**src/rtl/uart_pkg.sv**
```systemverilog
// uart_pkg: shared state encoding, frame constants and counter sizing for uart_tx (UARTTX_PARITY_EN adds PARITY)
package uart_pkg;
  localparam int DATA_BITS = 8;
  localparam logic LINE_IDLE = 1'b1;
  typedef enum logic [2:0] {
    IDLE,
    START,
    DATA,
`ifdef UARTTX_PARITY_EN
    PARITY,
`endif
    STOP,
    CLEANUP
  } state_e;
  function automatic int cnt_width(input int cpb);
    return (cpb > 2) ? $clog2(cpb) : 1;
  endfunction
endpackage

```
**src/rtl/uart_baud_tick.sv**
```systemverilog
// uart_baud_tick: bit-period counter emitting a tick on the last cycle of each bit, clearable by the FSM
module uart_baud_tick
  import uart_pkg::*;
#(
  parameter int CLKS_PER_BIT = 217
) (
  input  logic clk_i,
  input  logic rst_i,
  input  logic clr_i,
  output logic tick_o
);
  localparam int W = cnt_width(CLKS_PER_BIT);
  localparam logic [W-1:0] LAST = W'(CLKS_PER_BIT - 1);
  logic [W-1:0] cnt_q, cnt_d;
  assign tick_o = cnt_q == LAST;
  always_comb cnt_d = (clr_i || tick_o) ? '0 : cnt_q + 1'b1;
  always_ff @(posedge clk_i) begin
    if (rst_i) cnt_q <= '0;
    else cnt_q <= cnt_d;
  end
endmodule

```
**src/rtl/uart_tx.sv**
```systemverilog
// uart_tx: 8N1 UART transmitter, LSB first; define UARTTX_PARITY_EN to insert an even parity bit before stop
module uart_tx
  import uart_pkg::*;
#(
  parameter int CLKS_PER_BIT = 217
) (
  input  logic       i_Clock,
  input  logic       i_Reset,
  input  logic       i_TX_DV,
  input  logic [7:0] i_TX_Byte,
  output logic       o_TX_Active,
  output logic       o_TX_Serial,
  output logic       o_TX_Done
);
  state_e     state_q;
  logic [7:0] data_q;
  logic [2:0] bit_q;
  logic       tick;
`ifdef UARTTX_PARITY_EN
  logic       par_q;
`endif
  // counter is held at zero outside a frame so START always lasts a full period
  uart_baud_tick #(.CLKS_PER_BIT(CLKS_PER_BIT)) u_tick (
    .clk_i (i_Clock),
    .rst_i (i_Reset),
    .clr_i (state_q == IDLE || state_q == CLEANUP),
    .tick_o(tick)
  );
  always_ff @(posedge i_Clock) begin
    if (i_Reset) begin
      state_q     <= IDLE;
      data_q      <= '0;
      bit_q       <= '0;
      o_TX_Serial <= LINE_IDLE;
      o_TX_Active <= 1'b0;
      o_TX_Done   <= 1'b0;
`ifdef UARTTX_PARITY_EN
      par_q       <= 1'b0;
`endif
    end else begin
      o_TX_Done <= 1'b0;
      case (state_q)
        IDLE: if (i_TX_DV) begin
          state_q     <= START;
          data_q      <= i_TX_Byte;
          bit_q       <= '0;
          o_TX_Serial <= 1'b0;
          o_TX_Active <= 1'b1;
`ifdef UARTTX_PARITY_EN
          par_q       <= ^i_TX_Byte;
`endif
        end
        START: if (tick) begin
          state_q     <= DATA;
          o_TX_Serial <= data_q[0];
        end
        DATA: if (tick) begin
          if (bit_q == 3'(DATA_BITS - 1)) begin
`ifdef UARTTX_PARITY_EN
            state_q     <= PARITY;
            o_TX_Serial <= par_q;
`else
            state_q     <= STOP;
            o_TX_Serial <= LINE_IDLE;
`endif
          end else begin
            bit_q       <= bit_q + 3'd1;
            data_q      <= {1'b0, data_q[7:1]};
            o_TX_Serial <= data_q[1];
          end
        end
`ifdef UARTTX_PARITY_EN
        PARITY: if (tick) begin
          state_q     <= STOP;
          o_TX_Serial <= LINE_IDLE;
        end
`endif
        STOP: if (tick) begin
          state_q     <= CLEANUP;
          o_TX_Active <= 1'b0;
          o_TX_Done   <= 1'b1;
          o_TX_Serial <= LINE_IDLE;
        end
        CLEANUP: state_q <= IDLE;
        default: state_q <= IDLE;
      endcase
    end
  end
endmodule

```
**config.mk**
```make
export PLATFORM = sky130hd
export DESIGN_NAME = uart_tx
export DESIGN_NICKNAME = d
export VERILOG_FILES = /design/src/rtl/uart_pkg.sv /design/src/rtl/uart_baud_tick.sv /design/src/rtl/uart_tx.sv
export SDC_FILE = /design/constraint.sdc
export NUM_CORES = 1
export LEC_CHECK = 0
export BUFFER_PORTS_ARGS = -buffer_cell sky130_fd_sc_hd__buf_2
export CAP_MARGIN = 30
export CORE_ASPECT_RATIO = 1.25
export CORE_UTILIZATION = 45
export CTS_CLUSTER_SIZE = 28
export DETAILED_ROUTE_END_ITERATION = 12
export GPL_ROUTABILITY_DRIVEN = 0
export SLEW_MARGIN = 0
export SYNTH_ARGS = -nofsm -noshare
export SYNTH_HDL_FRONTEND = slang
export SYNTH_SLANG_ARGS = --single-unit
```
**constraint.sdc**
```tcl
create_clock -name i_Clock -period 2.5 [get_ports i_Clock]
set_clock_uncertainty 0.05 [all_clocks]
set_input_delay 0.375 -clock i_Clock [delete_from_list [all_inputs] [get_ports i_Clock]]
set_output_delay 0.375 -clock i_Clock [all_outputs]
set_load 0.1 [all_outputs]
```
After elaboration in Yosys (flattened, before gate mapping)
Index checks and enable logic that the tools add are counted.
Word-level totals
  register bits after elaboration: 25
  input port bits: 11
  output and inout port bits: 3
  word-level logic and storage cells: 58
Cells by class
  $add $sub $neg: 2
  equal/unequal tests: 12
  mux-type cells: 24
  bitwise gates (word level): 1
  reductions and logical operators: 12
Operators by type and width (count)
  3-bit 2-to-1 mux: 8
  8-bit 2-to-1 mux: 3
  8-bit one-hot mux with 2 select lines: 1
  3-bit one-hot mux with 4 select lines: 1
  5-bit AND reduction: 2
  8-bit by 1-bit adder with 8-bit output (second input constant): 1
  8-bit equality test (second input constant): 1
  1-bit 2-to-1 mux: 8
  3-bit by 2-bit equality test with 1-bit output (second input constant): 2
  3-bit equality test (second input constant): 2
  2-bit by 1-bit inequality test with 1-bit output (second input constant): 3
  2-bit inequality test (second input constant): 3
  3-bit one-hot mux with 2 select lines: 1
  1-bit one-hot mux with 4 select lines: 1
  4-bit AND reduction: 1
  2-bit nonzero test: 2
  4-bit nonzero test: 1
  2-bit OR reduction: 2
  3-bit by 1-bit adder with 3-bit output (second input constant): 1
  3-bit by 1-bit equality test with 1-bit output (second input constant): 1
  3-bit logical NOT: 1
  3-bit AND reduction: 1
  1-bit logical OR: 2
  1-bit one-hot mux with 2 select lines: 1
  1-bit NOT: 1

Depth between registers and ports, before layout
  depth in word-level cells: 4
  gate-level depth with buffers: 7
  gate-level depth less buffers: 6

Hierarchy
A second synthesis with hierarchy kept.
Second synthesis, totals
  cell total of the unflattened synthesis: 132
  area total of the unflattened synthesis: 1212.4 sq um
By module, submodules not included
  uart_tx: times used 1, cells each 92, area an instance 847.1 sq um, sequential area each 340.3 sq um
  uart_baud_tick: times used 1, cells each 40, area an instance 365.4 sq um, sequential area each 160.2 sq um

Worst setup path after synthesis
No wires, ideal clock.
  path kind: register -> register
  start point: reg bit_q[0]
  end point: reg bit_q[2]
  library setup time: 0.116 ns
  arrival: 1.785 ns
  data required time: 2.334 ns
  slack: 0.549 ns
  cell stages (with the launch flop): 8
  path buffers: 1
  clock period less this slack: 1.951 ns
  cells stage by stage: dfxtp_1 -> ha_1 -> ha_1 -> or4b_4 -> o31ai_4 -> buf_6 -> nor3b_1 -> a41o_1
On the way
  word-level cells in the longest chain between the ends: 4
  elaborated cells between the ends (all ways): 7
  those cells by class: 1 x add/sub; 2 x eq/ne; 3 x mux; 1 x reduce/logical
Ends and longest elaborated chain
  start, declared: RTL line uart_tx.sv:17  | logic [2:0] bit_q;
  start signal, assigned: RTL line uart_tx.sv:67  | bit_q <= bit_q + 3'd1;
  3-bit by 1-bit adder with 3-bit output: RTL line uart_tx.sv:67
  3-bit 2-to-1 mux: RTL line uart_tx.sv:58  | if (bit_q == 3'(DATA_BITS - 1)) begin
  3-bit 2-to-1 mux: RTL line uart_tx.sv:57  | DATA: if (tick) begin
  3-bit one-hot mux with 2 select lines: RTL line uart_tx.sv:42  | case (state_q)
Several ways; a longest one is shown, not always the timed one. The select of a mux whose other input is x is not followed.
A chain may end at the register's enable or synchronous reset.

Final worst setup path
  start point: reg bit_q[0]
  end point: reg bit_q[1]
The elaborated chain is that of the path after synthesis.

==> flow_metrics.py <==
metrics = {
    "status": {
        "status": "finished clean",
    },
    "worst_setup_path": {
        "arrival_ps": 2310,
        "critPathMaxFanout": 20,
        "ff2ff_setup_slack_ps": 350,
        "path_class": "register to register",
        "cp-endpoint": "bit_q[1]",
        "crit_path_end_kind": "register",
        "crit_required_ps": 2660,
        "reg2reg_depth": 7,
        "crit_path_start": "bit_q[0]",
        "start_kind": "register",
        "r2r-start": "bit_q[0]",
        "rr_endpoint": "bit_q[1]",
    },
    "timing": {
        "drv_slew": 0,
        "final-hold-violation-count": 0,
        "setup_slack_ps": 354.3,
        "rsz0062_at_grt": "no",
        "hold_slack_ps": 371.9,
        "fin_crit_sh_pct": 85.83,
        "layout_min_cycle_time_ps": 2146,
        "fmax_mhz": 466.1,
        "slew_headroom_pct": 67.80,
        "finalSetupViolations": 0,
        "tightest_slew_ps": 486.3,
        "fin_setup_tns_ps": 0,
    },
    "grt": {
        "met1_usage_pct": 17.57,
        "grt_max_degree": 21,
        "gr-max-usage-layer": "met2",
        "grt_pass1_wl_um": 3650,
        "grt_overflow_total": 0,
        "first_global_vias": 861,
        "gr-usage-met3_pct": 3.308,
        "grt.total_usage_pct": 16.00,
        "antenna_found_initial": 0,
        "met2_usage_pct": 30.99,
    },
    "cells_and_area": {
        "area_growth_pct": 8.170,
        "fin_cells": 166,
        "drive_gt1_share_pct": 22.56,
        "post-route-util_pct": 52.30,
        "final_cell_area_um2": 1309,
        "diodes": 0,
        "multi_input_area_um2": 634.4,
        "fillCellCount": 257,
        "nets": 149,
        "register_area_um2": 500.5,
    },
    "yosys": {
        "synth_top_area_share_pct": 41.37,
        "synthesis.nets": 135,
        "yosysTopAreaCell": "dfxtp_1",
        "synth_area_um2": 1210,
        "syn_inst": 120,
        "yosysUniqueCellTypes": 36,
        "ys_top_cells_by_area": "dfxtp_1 (41%), a211oi_2 (7.2%), nor2_1 (7.1%)",
        "avgSynthCellArea_um2": 10.08,
        "ys_warn_count": 0,
        "synth-seq-area-share_pct": 41.37,
        "synth-seq-cells": 25,
    },
    "power": {
        "combPwrFrac_pct": 12.6,
        "total_power_mw": 0.6870,
        "power_leakage_nw": 0.4834,
        "p_int_mw": 0.5071,
        "pwr-share-seq_pct": 61.8,
        "p_sw_mw": 0.1799,
        "sw_frac_of_total_pct": 26.19,
        "power.clock.fraction_pct": 25.6,
        "ir_worst_vdd_mv": 0.4075,
        "power-per-cell-area_nw_per_um2": 524.9,
    },
    "clocking": {
        "postCtsSetupBuffers": 0,
        "htreeDepth": 1,
        "clkSlewWorstSetupHoldPaths_ps": 130,
        "cts_tree": "built",
        "hold_buffers": 0,
        "root_buffer": "clkbuf_4",
        "clock-sinks": 25,
        "cts-buffers-inserted": 3,
        "clk_path_buf_depth": 2,
        "insertion_delay_ps": 310,
        "cts_resized": 0,
    },
    "detailed_routing": {
        "drc_errors": 0,
        "ant_nets": 0,
        "num_vias": 871,
        "drt-pass1-iter-count": 3,
        "wl_per_cell_um": 12.04,
        "drt_iter0_drc": 6,
        "routed_via_density": 5.247,
        "wirelength_um": 1999,
    },
    "floorplanning": {
        "pin_count": 14,
        "die_w_um": 48.38,
        "dieArea_um2": 2902,
        "placementRows": 20,
        "die_h_um": 59.98,
        "start_util_pct": 48.35,
        "core_region_area_um2": 2502,
    },
    "place": {
        "place_hpwl_um": 1478,
        "place_inst": 162,
        "numPortBuffers": 13,
        "place_area_um2": 1282,
        "post-place-ws_ps": 367.1,
    },
    "worst_hold_path": {
        "hp-class": "input port to register",
    },
    "job": {
        "drv_cap": 0,
    },
}
[Yosys cell counts]
library cell	number
nand2b_4	1
buf_4	1
nor4_1	1
inv_1	7
clkbuf_1	1
a2111oi_0	1
or3_1	2
o31ai_4	1
o221a_1	1
nand4bb_2	1
nor3b_1	2
a211oi_2	7
a41o_1	2
nor4b_1	1
xor2_1	4
nand3_2	1
nor2b_1	1
nand4_1	1
o21a_1	1
a21oi_1	1
buf_6	3
ha_1	4
xnor2_1	3
or4b_1	1
nand3_1	3
buf_1	1
nor2_1	23
o41ai_1	1
or4b_4	1
a311oi_1	1
o2bb2a_1	1
dfxtp_1	25
nor3_1	4
and3_1	1
mux2i_1	8
nand2_1	2
[placed cells by master, fill, tap and decap left out, types with 2 or more instances in the layout]
master	n
nor3_1	4
ha_1	4
mux2i_1	8
buf_2	13
xnor2_1	3
clkbuf_4	3
buf_4	2
or3_1	2
a41o_1	2
inv_1	7
nor3b_1	2
nand2_1	2
dfxtp_1	25
nor2_1	23
a211oi_2	7
xor2_1	4
nand3_1	3
[routing by layer]
metal,vias up,share of wire [%]
li1,451,-
met1,405,46
met2,11,49
met3,4,2.9
met4,0,1.2
met5,-,0
[state kept, by name, summed over array words and instances, names as in the netlist]
signal        count
u_tick.cnt_q      8
o_TX_Active       1
o_TX_Serial       1
state_q           3
data_q            8
o_TX_Done         1
bit_q             3
[worst min path at each step]
stage	startpoint	cells after the start	to
floorplan	u_tick.cnt_q[0]	1	u_tick.cnt_q[0]
global placement	u_tick.cnt_q[0]	1	u_tick.cnt_q[0]
detailed placement	u_tick.cnt_q[0]	1	u_tick.cnt_q[0]
CTS	i_TX_Byte[4]	3	data_q[4]
global route	i_TX_Byte[4]	3	data_q[4]
finish	i_Reset	2	data_q[7]
[power groups by stage]
stage,registers [mW],clock network [mW],logic (mW)
after global routing,0.427,0.204,0.0949
after global placement,0.433,0,0.0859
final,0.425,0.176,0.0867
after floorplan,0.449,0,0.0566
after CTS,0.425,0.181,0.0881
after detailed placement,0.434,0,0.0876
[cell type report]
cell class,count,area share (%)
multi-input cells,82,48.47
flip-flops and latches,25,38.24
repair buffers,15,6.119
well taps,33,3.155
clock buffers,4,2.008
inverters,7,2.008
[worst max-delay path, cell delays in order (launching register included)]
cell and delay (ps):
dfxtp_1 350, ha_1 190, ha_1 210, or4b_4 510
o31ai_4 170, buf_4 280, nor3b_1 80, a41o_1 210
[cell families (layout without fill, tap and decap cells)]
kind of cell	Yosys count	in the layout	share of synthesized area [%]
compound gates	17	17	15.62
mux	8	8	6.619
buf+inv	13	26	6.205
simple gates	46	46	20.99
xor+xnor	7	7	5.067
fa+ha+maj	4	4	4.137
flops	25	25	41.37
Power figures use the tool's default switching activity.
